**src/rtl/mx_pkg.sv**
```systemverilog
// Shared constants and buffer type for the multi-channel bit-serial MX cell.
package mx_pkg;

    localparam int unsigned CHANNELS_DEF = 4;
    localparam int unsigned LANES_DEF    = 2;
    localparam int unsigned WEIGHT_W_DEF = 8;
    localparam int unsigned DATA_W_DEF   = 8;
    localparam int unsigned ACC_W_DEF    = 32;

    function automatic int unsigned prod_w(input int unsigned data_w, input int unsigned weight_w);
        return data_w + weight_w;
    endfunction

    localparam int unsigned PROD_W = prod_w(DATA_W_DEF, WEIGHT_W_DEF);

    // One product slot: unsigned magnitude, weight sign (1 = non-negative), occupancy.
    typedef struct packed {
        logic [PROD_W-1:0] prod;
        logic              sign;
        logic              valid;
    } mx_buf_t;

endpackage

```
**src/rtl/mx_serial_acc_chan.sv**
```systemverilog
// One accumulation channel: pending/active product slots and a bit-serial
// adder streaming acc_in +/- product, LSB first, with a sticky error flag.
module mx_serial_acc_chan
    import mx_pkg::*;
#(
    parameter int unsigned ACC_W = ACC_W_DEF
) (
    input  logic              clk,
    input  logic              reset,
    input  logic              wr_en_i,
    input  logic [PROD_W-1:0] wr_prod_i,
    input  logic              wr_sign_i,
    input  logic              acc_i,
    input  logic              mac_en_i,
    input  logic              clr_i,
    output logic              result_o,
    output logic              err_o
);

    localparam int unsigned   KW    = $clog2(ACC_W);
    localparam logic [KW-1:0] K_MAX = KW'(ACC_W - 1);
    localparam mx_buf_t BUF_EMPTY   = '{prod: '0, sign: 1'b1, valid: 1'b0};
    localparam mx_buf_t BUF_ZERO    = '{prod: '0, sign: 1'b1, valid: 1'b1};

    mx_buf_t           pend_q, pend_d;
    mx_buf_t           act_q, act_d;
    mx_buf_t           cur;
    logic [KW-1:0]     k_q, k_d, k_cur;
    logic              carry_q, carry_d, carry_cur;
    logic              result_q, result_d;
    logic              err_q, err_d;
    logic [PROD_W-1:0] prod_shift;
    logic              add_bit;

    always_comb begin
        pend_d     = pend_q;
        act_d      = act_q;
        k_d        = k_q;
        carry_d    = carry_q;
        result_d   = 1'b0;
        err_d      = err_q;
        cur        = act_q;
        k_cur      = k_q;
        carry_cur  = carry_q;
        prod_shift = '0;
        add_bit    = 1'b0;

        // Word start: pull the pending product in; a negative sign seeds carry for the +1.
        if (mac_en_i && clr_i) begin
            if (pend_q.valid) begin
                cur = pend_q;
            end else begin
                cur   = BUF_ZERO;
                err_d = 1'b1;
            end
            k_cur        = '0;
            carry_cur    = ~cur.sign;
            pend_d.valid = 1'b0;
        end

        // Bits past the product width shift in as 0, which sign-extends after inversion.
        if (mac_en_i) begin
            prod_shift = cur.prod >> k_cur;
            add_bit    = (cur.valid & prod_shift[0]) ^ ~cur.sign;
            result_d   = acc_i ^ add_bit ^ carry_cur;
            carry_d    = (acc_i & add_bit) | (acc_i & carry_cur) | (add_bit & carry_cur);
            act_d      = cur;
            k_d        = (k_cur == K_MAX) ? k_cur : k_cur + KW'(1);
        end

        // A write landing on a still-full slot is an overrun; a same-cycle clr has freed it.
        if (wr_en_i) begin
            if (pend_d.valid) begin
                err_d = 1'b1;
            end
            pend_d = '{prod: wr_prod_i, sign: wr_sign_i, valid: 1'b1};
        end
    end

    always_ff @(posedge clk) begin
        if (reset) begin
            pend_q   <= BUF_EMPTY;
            act_q    <= BUF_EMPTY;
            k_q      <= '0;
            carry_q  <= 1'b0;
            result_q <= 1'b0;
            err_q    <= 1'b0;
        end else begin
            pend_q   <= pend_d;
            act_q    <= act_d;
            k_q      <= k_d;
            carry_q  <= carry_d;
            result_q <= result_d;
            err_q    <= err_d;
        end
    end

    assign result_o = result_q;
    assign err_o    = err_q;

endmodule

```
**src/rtl/j_mx_cell_multi.sv**
```systemverilog
// Bit-serial MX cell: serial weight load, shift-add multiply of unsigned data,
// round-robin hand-off to CHANNELS serial accumulators, and systolic chaining.
module j_mx_cell_multi
    import mx_pkg::*;
#(
    parameter int unsigned CHANNELS = CHANNELS_DEF,
    parameter int unsigned LANES    = LANES_DEF,
    parameter int unsigned WEIGHT_W = WEIGHT_W_DEF,
    parameter int unsigned DATA_W   = DATA_W_DEF,
    parameter int unsigned ACC_W    = ACC_W_DEF
) (
    input  logic                clk,
    input  logic                reset,
    input  logic [LANES-1:0]    dataflow_in,
    input  logic                dataflow_valid_i,
    input  logic                update_w_i,
    input  logic                weight_sign_i,
    input  logic [CHANNELS-1:0] accumulation_in,
    input  logic [CHANNELS-1:0] mac_en_i,
    input  logic [CHANNELS-1:0] clr_and_plus_one_i,
    output logic [CHANNELS-1:0] result,
    output logic [CHANNELS-1:0] mac_en_o,
    output logic [CHANNELS-1:0] clr_and_plus_one_o,
    output logic [LANES-1:0]    dataflow_out,
    output logic                dataflow_valid_o,
    output logic                update_w_o,
    output logic                weight_sign_o,
    output logic [CHANNELS-1:0] err_o
);

    localparam int unsigned     PW        = prod_w(DATA_W, WEIGHT_W);
    localparam int unsigned     DCW       = (DATA_W > 1) ? $clog2(DATA_W) : 1;
    localparam int unsigned     PTRW      = (CHANNELS > 1) ? $clog2(CHANNELS) : 1;
    localparam logic [DCW-1:0]  DCNT_LAST = DCW'(DATA_W - 1);
    localparam logic [PTRW-1:0] PTR_LAST  = PTRW'(CHANNELS - 1);

    logic [WEIGHT_W-1:0] w_q, w_d;
    logic                wsign_q, wsign_d;
    logic [PW-1:0]       build_q, build_d, build_sum;
    logic [DCW-1:0]      dcnt_q, dcnt_d;
    logic [PTRW-1:0]     ptr_q, ptr_d;
    logic                wr_fire;
    logic [CHANNELS-1:0] wr_en;
    logic [PROD_W-1:0]   wr_prod;

    logic [LANES-1:0]    df_q, df_d;
    logic                dfv_q, dfv_d;
    logic                upd_q, upd_d;
    logic                sgn_q, sgn_d;
    logic [CHANNELS-1:0] mac_q, mac_d;
    logic [CHANNELS-1:0] clr_q, clr_d;

    always_comb begin
        w_d       = w_q;
        wsign_d   = wsign_q;
        build_d   = build_q;
        dcnt_d    = dcnt_q;
        ptr_d     = ptr_q;
        wr_fire   = 1'b0;
        build_sum = '0;

        df_d  = dataflow_in;
        dfv_d = dataflow_valid_i;
        upd_d = update_w_i;
        sgn_d = weight_sign_i;
        mac_d = mac_en_i;
        clr_d = clr_and_plus_one_i;

        // Weight load has priority and abandons any half-built data word.
        if (update_w_i) begin
            w_d     = WEIGHT_W'({dataflow_in, w_q} >> LANES);
            wsign_d = weight_sign_i;
            build_d = '0;
            dcnt_d  = '0;
        end else if (dataflow_valid_i) begin
            build_sum = build_q + (dataflow_in[0] ? (PW'(w_q) << dcnt_q) : PW'(0));
            if (dcnt_q == DCNT_LAST) begin
                wr_fire = 1'b1;
                build_d = '0;
                dcnt_d  = '0;
                ptr_d   = (ptr_q == PTR_LAST) ? PTRW'(0) : ptr_q + PTRW'(1);
            end else begin
                build_d = build_sum;
                dcnt_d  = dcnt_q + DCW'(1);
            end
        end
    end

    always_ff @(posedge clk) begin
        if (reset) begin
            w_q     <= '0;
            wsign_q <= 1'b1;
            build_q <= '0;
            dcnt_q  <= '0;
            ptr_q   <= '0;
            df_q    <= '0;
            dfv_q   <= 1'b0;
            upd_q   <= 1'b0;
            sgn_q   <= 1'b0;
            mac_q   <= '0;
            clr_q   <= '0;
        end else begin
            w_q     <= w_d;
            wsign_q <= wsign_d;
            build_q <= build_d;
            dcnt_q  <= dcnt_d;
            ptr_q   <= ptr_d;
            df_q    <= df_d;
            dfv_q   <= dfv_d;
            upd_q   <= upd_d;
            sgn_q   <= sgn_d;
            mac_q   <= mac_d;
            clr_q   <= clr_d;
        end
    end

    assign wr_prod = PROD_W'(build_sum);

    for (genvar c = 0; c < CHANNELS; c++) begin : g_chan
        assign wr_en[c] = wr_fire && (ptr_q == PTRW'(c));

        mx_serial_acc_chan #(
            .ACC_W (ACC_W)
        ) u_chan (
            .clk       (clk),
            .reset     (reset),
            .wr_en_i   (wr_en[c]),
            .wr_prod_i (wr_prod),
            .wr_sign_i (wsign_q),
            .acc_i     (accumulation_in[c]),
            .mac_en_i  (mac_en_i[c]),
            .clr_i     (clr_and_plus_one_i[c]),
            .result_o  (result[c]),
            .err_o     (err_o[c])
        );
    end

    assign mac_en_o           = mac_q;
    assign clr_and_plus_one_o = clr_q;
    assign dataflow_out       = df_q;
    assign dataflow_valid_o   = dfv_q;
    assign update_w_o         = upd_q;
    assign weight_sign_o      = sgn_q;

endmodule

```
**config.mk**
```make
export PLATFORM = sky130hd
export DESIGN_NAME = j_mx_cell_multi
export DESIGN_NICKNAME = d
export VERILOG_FILES = /design/src/rtl/mx_pkg.sv /design/src/rtl/mx_serial_acc_chan.sv /design/src/rtl/j_mx_cell_multi.sv
export SDC_FILE = /design/constraint.sdc
export NUM_CORES = 1
export LEC_CHECK = 0
export ABC_AREA = 1
export BUFFER_PORTS_ARGS = -buffer_cell sky130_fd_sc_hd__buf_2
export CELL_PAD_IN_SITES_DETAIL_PLACEMENT = 0
export CELL_PAD_IN_SITES_GLOBAL_PLACEMENT = 1
export CORE_AREA = 2 2 176 178
export DETAILED_ROUTE_END_ITERATION = 16
export DIE_AREA = 0 0 178 180
export GPL_TIMING_DRIVEN = 0
export PLACE_DENSITY = 0.7
export SETUP_SLACK_MARGIN = 0.1
export SLEW_MARGIN = 40
export SYNTH_ARGS = -nofsm -noshare
export SYNTH_HDL_FRONTEND = slang
export SYNTH_SLANG_ARGS = --single-unit
export TNS_END_PERCENT = 50
```
**constraint.sdc**
```tcl
create_clock -name clk -period 2.44 [get_ports clk]
set_input_delay 0.366 -clock clk [delete_from_list [all_inputs] [get_ports clk]]
set_output_delay 0.366 -clock clk [all_outputs]
set_load 0.005 [all_outputs]
```
==> results of run 1 <==
[layout make-up]
cell class	instances	area (µm²)	share of cell area
tap	396	495.5	0.03769
buffer	82	466.7	0.03550
sequential	219	4387	0.3337
multi-input combinational	1004	5703	0.4338
clock inverter	10	153.9	0.01171
inverter	192	723.2	0.05501
clock buffer	38	807.0	0.06138
timing repair buffer	61	411.6	0.03131
[per-layer routing]
layer / track usage / part of all wire
met4: 0.04230 / 0.019
met5: 0 / 0
met3: 0.02580 / 0.035
met1: 0.2730 / 0.47
met2: 0.3378 / 0.48
[cells in the mapped netlist (all sizes together), types with 12 or more instances]
cell type,number,area [µm²]
inv,190,713.2
nand3,131,655.6
nand4,16,100.1
dfxtp,219,4384
ha,25,312.8
o211ai,12,90.09
nor3,34,181.4
nand2,350,1329
o21ai,121,605.6
o22ai,20,125.1
buf,47,270.3
clkbuf,35,135.1
a21oi,134,670.6
nor2,122,468.0
[power groups by stage]
stage / registers [mW] / clock network, mW / logic [mW]
after floorplan: 3.82 / 0 / 0.574
after global placement: 3.83 / 0 / 0.818
after detailed placement: 3.83 / 0 / 0.820
after CTS: 3.75 / 4.37 / 0.880
after global routing: 3.77 / 4.50 / 1.02
final: 3.75 / 4.28 / 0.896
[flip-flops by register name, indices dropped and copies added (netlist names), 4 cells and up]
| signal | flops |
|---|---|
| g_chan.u_chan.result_o | 4 |
| g_chan.u_chan.err_o | 4 |
| g_chan.u_chan.k_q | 20 |
| clr_and_plus_one_o | 4 |
| g_chan.u_chan.carry_q | 4 |
| mac_en_o | 4 |
| w_q | 8 |
| g_chan.u_chan.pend_q | 72 |
| build_q | 16 |
| g_chan.u_chan.act_q | 72 |
[tightest hold or removal path, stage by stage]
cell and delay, ns:
sky130_fd_sc_hd__buf_2 0.07, sky130_fd_sc_hd__inv_1 0.04, sky130_fd_sc_hd__nor2_1 0.07
[cell families after synthesis]
logic type               count (synthesis)  synth area share
flip-flops                             219            0.4213
XOR/XNOR                                 5          0.004209
multiplexers                             2          0.001924
adder cells (fa/ha/maj)                 30           0.03967
AND/OR/NAND/NOR                        664            0.2697
buffers and inverters                  274            0.1082
AO/OA/AOI/OAI                          303            0.1551
[repair_timing]
action                                  4_1_cts  5_1_grt
endpoints found under the setup margin       72       81
gates resized for setup                     149       90
pin swaps                                    54       59
buffers inserted                             19        6
gates cloned                                  1        0
hold buffers                                  0        0
[metrics by stage]
| step | cells | utilization | setup WS [ns] |
|---|---|---|---|
| after floorplan | 1497 | - | 0.1135 |
| after global placement | 1928 | 0.3675 | -0.7895 |
| after detailed placement | 1928 | 0.3677 | -0.7595 |
| after CTS | 1996 | 0.4236 | -0.1127 |
| after global routing | 2002 | 0.4355 | -0.2223 |
| final | 2002 | 0.4355 | -0.1386 |
[how the worst min path moves through the flow]
stage                                       to  cells past startpoint  slack (ns)
CTS                      clr_and_plus_one_o[3]                      3        0.03
finish                           weight_sign_o                      3        0.05
global placement    g_chan[2].u_chan.pend_q[2]                      2        0.44
detailed placement  g_chan[2].u_chan.pend_q[4]                      2        0.45
global route                     weight_sign_o                      3        0.05
floorplan           g_chan[0].u_chan.pend_q[4]                      2        0.42
==> metrics.yaml, run 1 <==
groute.usage.overall: 0.2005
crit_end: "g_chan[3].u_chan.pend_q[14]"
gp_routability_congestion: 0.8490
mostFrequentLayoutCell: "sky130_fd_sc_hd__nand2_1"
critPathMostFrequentCell: "sky130_fd_sc_hd__nand2_2"
globalRoute.totalOverflow: 0
critPathTopFamily: "simple AND/OR/NAND/NOR gates"
reg2reg_setup_slack_ns: -0.14
reg2regPathDepth: 17
detailroute.via_count: 9867
syn_nets: 1546
min_period_ns: 2.579
worstSetupStartpointType: "register"
critical_path_class: "reg2reg"
nets: 1635
cts.reportedPaths.clkPinSlew_ns: 0.06
worstHoldPathType: "in2reg"
antenna_cells: 0
leak_pwr_nw: 5.820
fin_worst_hold_slack_ns: 0.04881
totalWireLength_um: 32500
tns_ns: -3.166
min-delay-start: "weight_sign_i"
worstPathCellList: "buf_8 -> clkbuf_16 -> o21ai_4 -> mux2i_1 -> nor2_1 -> ha_2 -> buf_6 -> nand2_2 -> nand3_2 -> nand2_1 -> nand2_2 -> nand2_2 -> nand2_1 -> nand2_1 -> nand2_2 -> nand2_4 -> o22ai_1"
critical_path_fanouts_max: 8
critPathRequiredTime_ns: 2.86
core_region_area_mm2: 0.03019
crit_path_end_kind: "register"
avgRoutedWirePerCell_um: 16.23
synth_area_mm2: 0.01041
share_clk_of_total_power: 0.479
route.detailed.drc: 0
syn_area_per_cell_um2: 6.952
seq_power_share: 0.420
synth_top_flop_cell: "sky130_fd_sc_hd__dfxtp_1"
ys_async_sr_fraction: 0
hold_violations: 0
initial_core_util: 0.3447
placed_cell_area_mm2: 0.01110
vias_per_cell: 4.929
layout-area-overhead-vs-synth_pct: 26.33
first_pass_iters: 5
maxCapViolCount: 0
grt_setup_unrepaired: "yes"
violated_checks: "negative setup slack"
vdd.ir_drop.worst_mv: 0.4532
timing.rr.start: "dcnt_q[0]"
pin_count: 40
cts_buffer_depth: 3
synth_edf_count: 0
final_cell_area_mm2: 0.01315
critical_path.reg2reg.endpoint: "g_chan[3].u_chan.pend_q[14]"
clock_tree.htree_level_count: 1
cpPeakStageDelay_ns: 0.35
power_per_cell_area_mw_per_mm2: 679.1
clkLatencyLatePin_ns: 0.54
master_cell_of_the_clock_root_buffer: "sky130_fd_sc_hd__clkbuf_16"
ys_types: 39
netSwitchingPower_mw: 2.212
status: "complete, but fails checks"
cellInternalPower_mw: 6.717
synth.yosys.warnings: 0
maxSlewHeadroom: 0.4473
antenna_left: 0
finalMaxSlewViolations: 0
pwr-share-comb: 0.100
crit_slowest_cell: "sky130_fd_sc_hd__ha_2"
switching_share: 0.2477
die-width_um: 178
layout.cells.most_common_list: "sky130_fd_sc_hd__nand2_1 (303), sky130_fd_sc_hd__dfxtp_1 (217), sky130_fd_sc_hd__inv_1 (177), sky130_fd_sc_hd__nand3_1 (114), sky130_fd_sc_hd__nor2_1 (113)"
final.setup_skew_ns: 0.01569
via_count_of_the_first_global_routing_pass: 9383
syn-instance-count: 1497
dp_hpwl_um: 22610
synth-seq-area-share: 0.4213
crit_cells: 17
p_total_mw: 8.929
chipHeight_um: 180
drt_iter0_markers: 588
grt_pass1_wl_um: 50730
final.period_utilization: 1.057
finalSetupViolations: 50
cts_tree: "built"
transition_time_at_the_pin_with_the_least_slew_margin_ns: 0.8290
achievable-frequency_mhz: 387.8
grt_antenna_before_repair: 0
crit_path_start: "dcnt_q[0]"
die_area_mm2: 0.03204
cts_made_buffers: 26
num_rows: 64
clock-sinks: 219
critical_path.n_buffers_inverters: 3
synth-seq-cells: 219
layout-drive-gt1-share: 0.2123
number_of_filler_cells_placed_in_the_layout: 3111
cp_data_arrival_time_ns: 2.99
timing.final.ws_setup_ns: -0.1386
grt_max_degree: 13
io_buffers: 35
Note: power is estimated with default switching activity, not from simulation.
==> run 2, diff against run 1 <==
==> constraint.sdc (replaced) <==
create_clock -name clk -period 2.44 [get_ports clk]
set_input_delay 0.244 -clock clk [delete_from_list [all_inputs] [get_ports clk]]
set_output_delay 0.244 -clock clk [all_outputs]
set_load 0.005 [all_outputs]
==> metrics.yaml, run 2 (same netlist as run 1, synthesis figures left out) <==
finalMaxSlewViolations: 0  # unchanged
transition_time_at_the_pin_with_the_least_slew_margin_ns: 0.8454  # +0.01642 ns
clock-sinks: 219  # unchanged
cp_data_arrival_time_ns: 2.98  # about the same
initial_core_util: 0.3447  # unchanged
gp_routability_congestion: 0.8490  # unchanged
post-route-util: 0.4391  # +0.003564
clock_tree.htree_level_count: 1  # unchanged
critPathTopFamily: "buffers and inverters"
final.setup_skew_ns: 0.01740  # +0.001711 ns
critical_path.n_buffers_inverters: 6  # +3
p_total_mw: 8.952  # +0.27%
achievable-frequency_mhz: 389.7  # +0.48%
grt_antenna_before_repair: 0  # unchanged
drt_iter0_markers: 622  # +5.8%
cpPeakStageDelay_ns: 0.33  # -0.02 ns
layout-area-overhead-vs-synth_pct: 27.36
io_buffers: 35  # unchanged
worstHoldPathType: "in2reg"
timing.final.ws_setup_ns: -0.1263  # +0.01227 ns
critical_path_fanouts_max: 8  # unchanged
avgRoutedWirePerCell_um: 16.30  # +0.41%
globalRoute.totalOverflow: 0  # unchanged
leak_pwr_nw: 5.862  # +0.73%
grt_max_degree: 13  # unchanged
layout-drive-gt1-share: 0.2151  # +0.002798
via_count_of_the_first_global_routing_pass: 9410  # +0.29%
critical_path_class: "reg2reg"
crit_slowest_cell: "sky130_fd_sc_hd__dfxtp_2"
nets: 1642  # +0.43%
seq_area_mm2: 0.004385  # about the same
finalSetupViolations: 39  # -22%
hold_violations: 0  # unchanged
vdd.ir_drop.worst_mv: 0.4532  # about the same
cts_tree: "built"
chipHeight_um: 180  # unchanged
min_period_ns: 2.566  # -0.01227 ns
maxCapViolCount: 0  # unchanged
die-width_um: 178  # unchanged
groute.usage.overall: 0.2010  # +0.0005336
critPathRequiredTime_ns: 2.85  # about the same
final.period_utilization: 1.052  # -0.005027
antenna_left: 0  # unchanged
detailroute.via_count: 9954  # +0.88%
clkLatencyLatePin_ns: 0.54  # about the same
grt_pass1_wl_um: 50870  # +0.27%
critPathMostFrequentCell: "sky130_fd_sc_hd__nand2_2"
cts_made_buffers: 26  # unchanged
maxSlewHeadroom: 0.4364  # -0.01094
largest_registers: "g_chan.u_chan.act_q (72), g_chan.u_chan.pend_q (72), g_chan.u_chan.k_q (20)"
number_of_filler_cells_placed_in_the_layout: 3100  # -0.35%
area_used_by_multi_input_combinational_logic_mm2: 0.005734  # +0.55%
layout.cells.most_common_list: "sky130_fd_sc_hd__nand2_1 (301), sky130_fd_sc_hd__dfxtp_1 (218), sky130_fd_sc_hd__inv_1 (175), sky130_fd_sc_hd__nand3_1 (113), sky130_fd_sc_hd__nor2_1 (112)"
status: "complete, but fails checks"
pin_count: 40  # unchanged
cts.reportedPaths.clkPinSlew_ns: 0.06  # about the same
vias_per_cell: 4.955  # +0.53%
violated_checks: "negative setup slack"
grt_setup_unrepaired: "yes"
die_area_mm2: 0.03204  # unchanged
cts_buffer_depth: 3  # unchanged
antenna_cells: 0  # unchanged
num_rows: 64  # unchanged
power_per_cell_area_mw_per_mm2: 675.4  # -0.55%
master_cell_of_the_clock_root_buffer: "sky130_fd_sc_hd__clkbuf_16"
first_pass_iters: 5  # unchanged
crit_path_end_kind: "register"
worstPathCellList: "buf_8 -> clkbuf_16 -> o21ai_4 -> mux2i_1 -> buf_4 -> o22ai_4 -> ha_4 -> nand2_2 -> nand2_2 -> nand2_2 -> nand2_2 -> buf_4 -> buf_6 -> inv_4 -> nand3b_1 -> nand3_4 -> o22ai_1"
route.detailed.drc: 0  # unchanged
worstSetupStartpointType: "register"
dp_hpwl_um: 22610  # unchanged
mostFrequentLayoutCell: "sky130_fd_sc_hd__nand2_1"
core_region_area_mm2: 0.03019  # unchanged
tns_ns: -2.654  # +0.5121 ns
totalWireLength_um: 32740  # +0.76%
==> run 2: what timing repair did <==
item | in CTS | in global routing
endpoints found under the setup margin | 72 | 81
endpoints found under the hold margin | 9 | 0
pin swaps | 54 | 60
cloned | 1 | 0
hold buffers | 7 | 0
buffers inserted | 19 | 6
resized for setup | 149 | 105
==> run 2: layout make-up <==
class,instances,share of cell area
Buffer,82,0.03578
Sequential cell,219,0.3308
Inverter,192,0.05456
Clock buffer,38,0.06088
Multi-Input combinational cell,1004,0.4326
Timing Repair Buffer,68,0.03634
Tap cell,396,0.03738
Clock inverter,10,0.01161
==> run 2: metrics by stage <==
stage,worst slack [ns],hold slack [ns],cells,cell area [µm²]
after floorplan,0.1135,0.3510,1497,10420
after global placement,-0.6994,0.4386,1928,11090
after detailed placement,-0.6597,0.4463,1928,11100
after CTS,-0.1127,0.02043,2003,12860
after global routing,-0.2223,0.04499,2009,13260
final,-0.1263,0.04610,2009,13260
==> run 2: worst paths after layout <==
| path | slack (ns) | start | end | depth (start not counted) |
|---|---|---|---|---|
| hold / removal | 0.05 | dataflow_in[0] | w_q[6] | 3 |
| setup reg to reg | -0.13 | dcnt_q[0] | g_chan[3].u_chan.pend_q[12] | 17 |
| setup / recovery | -0.13 | dcnt_q[0] | g_chan[3].u_chan.pend_q[12] | 17 |
| hold reg to reg | 0.45 | g_chan[2].u_chan.act_q[0] | g_chan[2].u_chan.act_q[0] | 2 |
==> run 2: tightest hold or removal path: cells and delay by family <==
family                 cells  cell delay, ns
buffers and inverters      2            0.19
AO/OA/AOI/OAI              1            0.09
==> run 2: where the power goes <==
group,internal [mW],switching [mW]
logic,0.326,0.588
registers,3.70,0.0557
clock network,2.70,1.58
==> run 2: metal layers <==
metal  wire [µm]  track usage
met2       15390       0.3394
met3        1162      0.02580
met5           0            0
met4         631      0.04230
met1       15560       0.2733
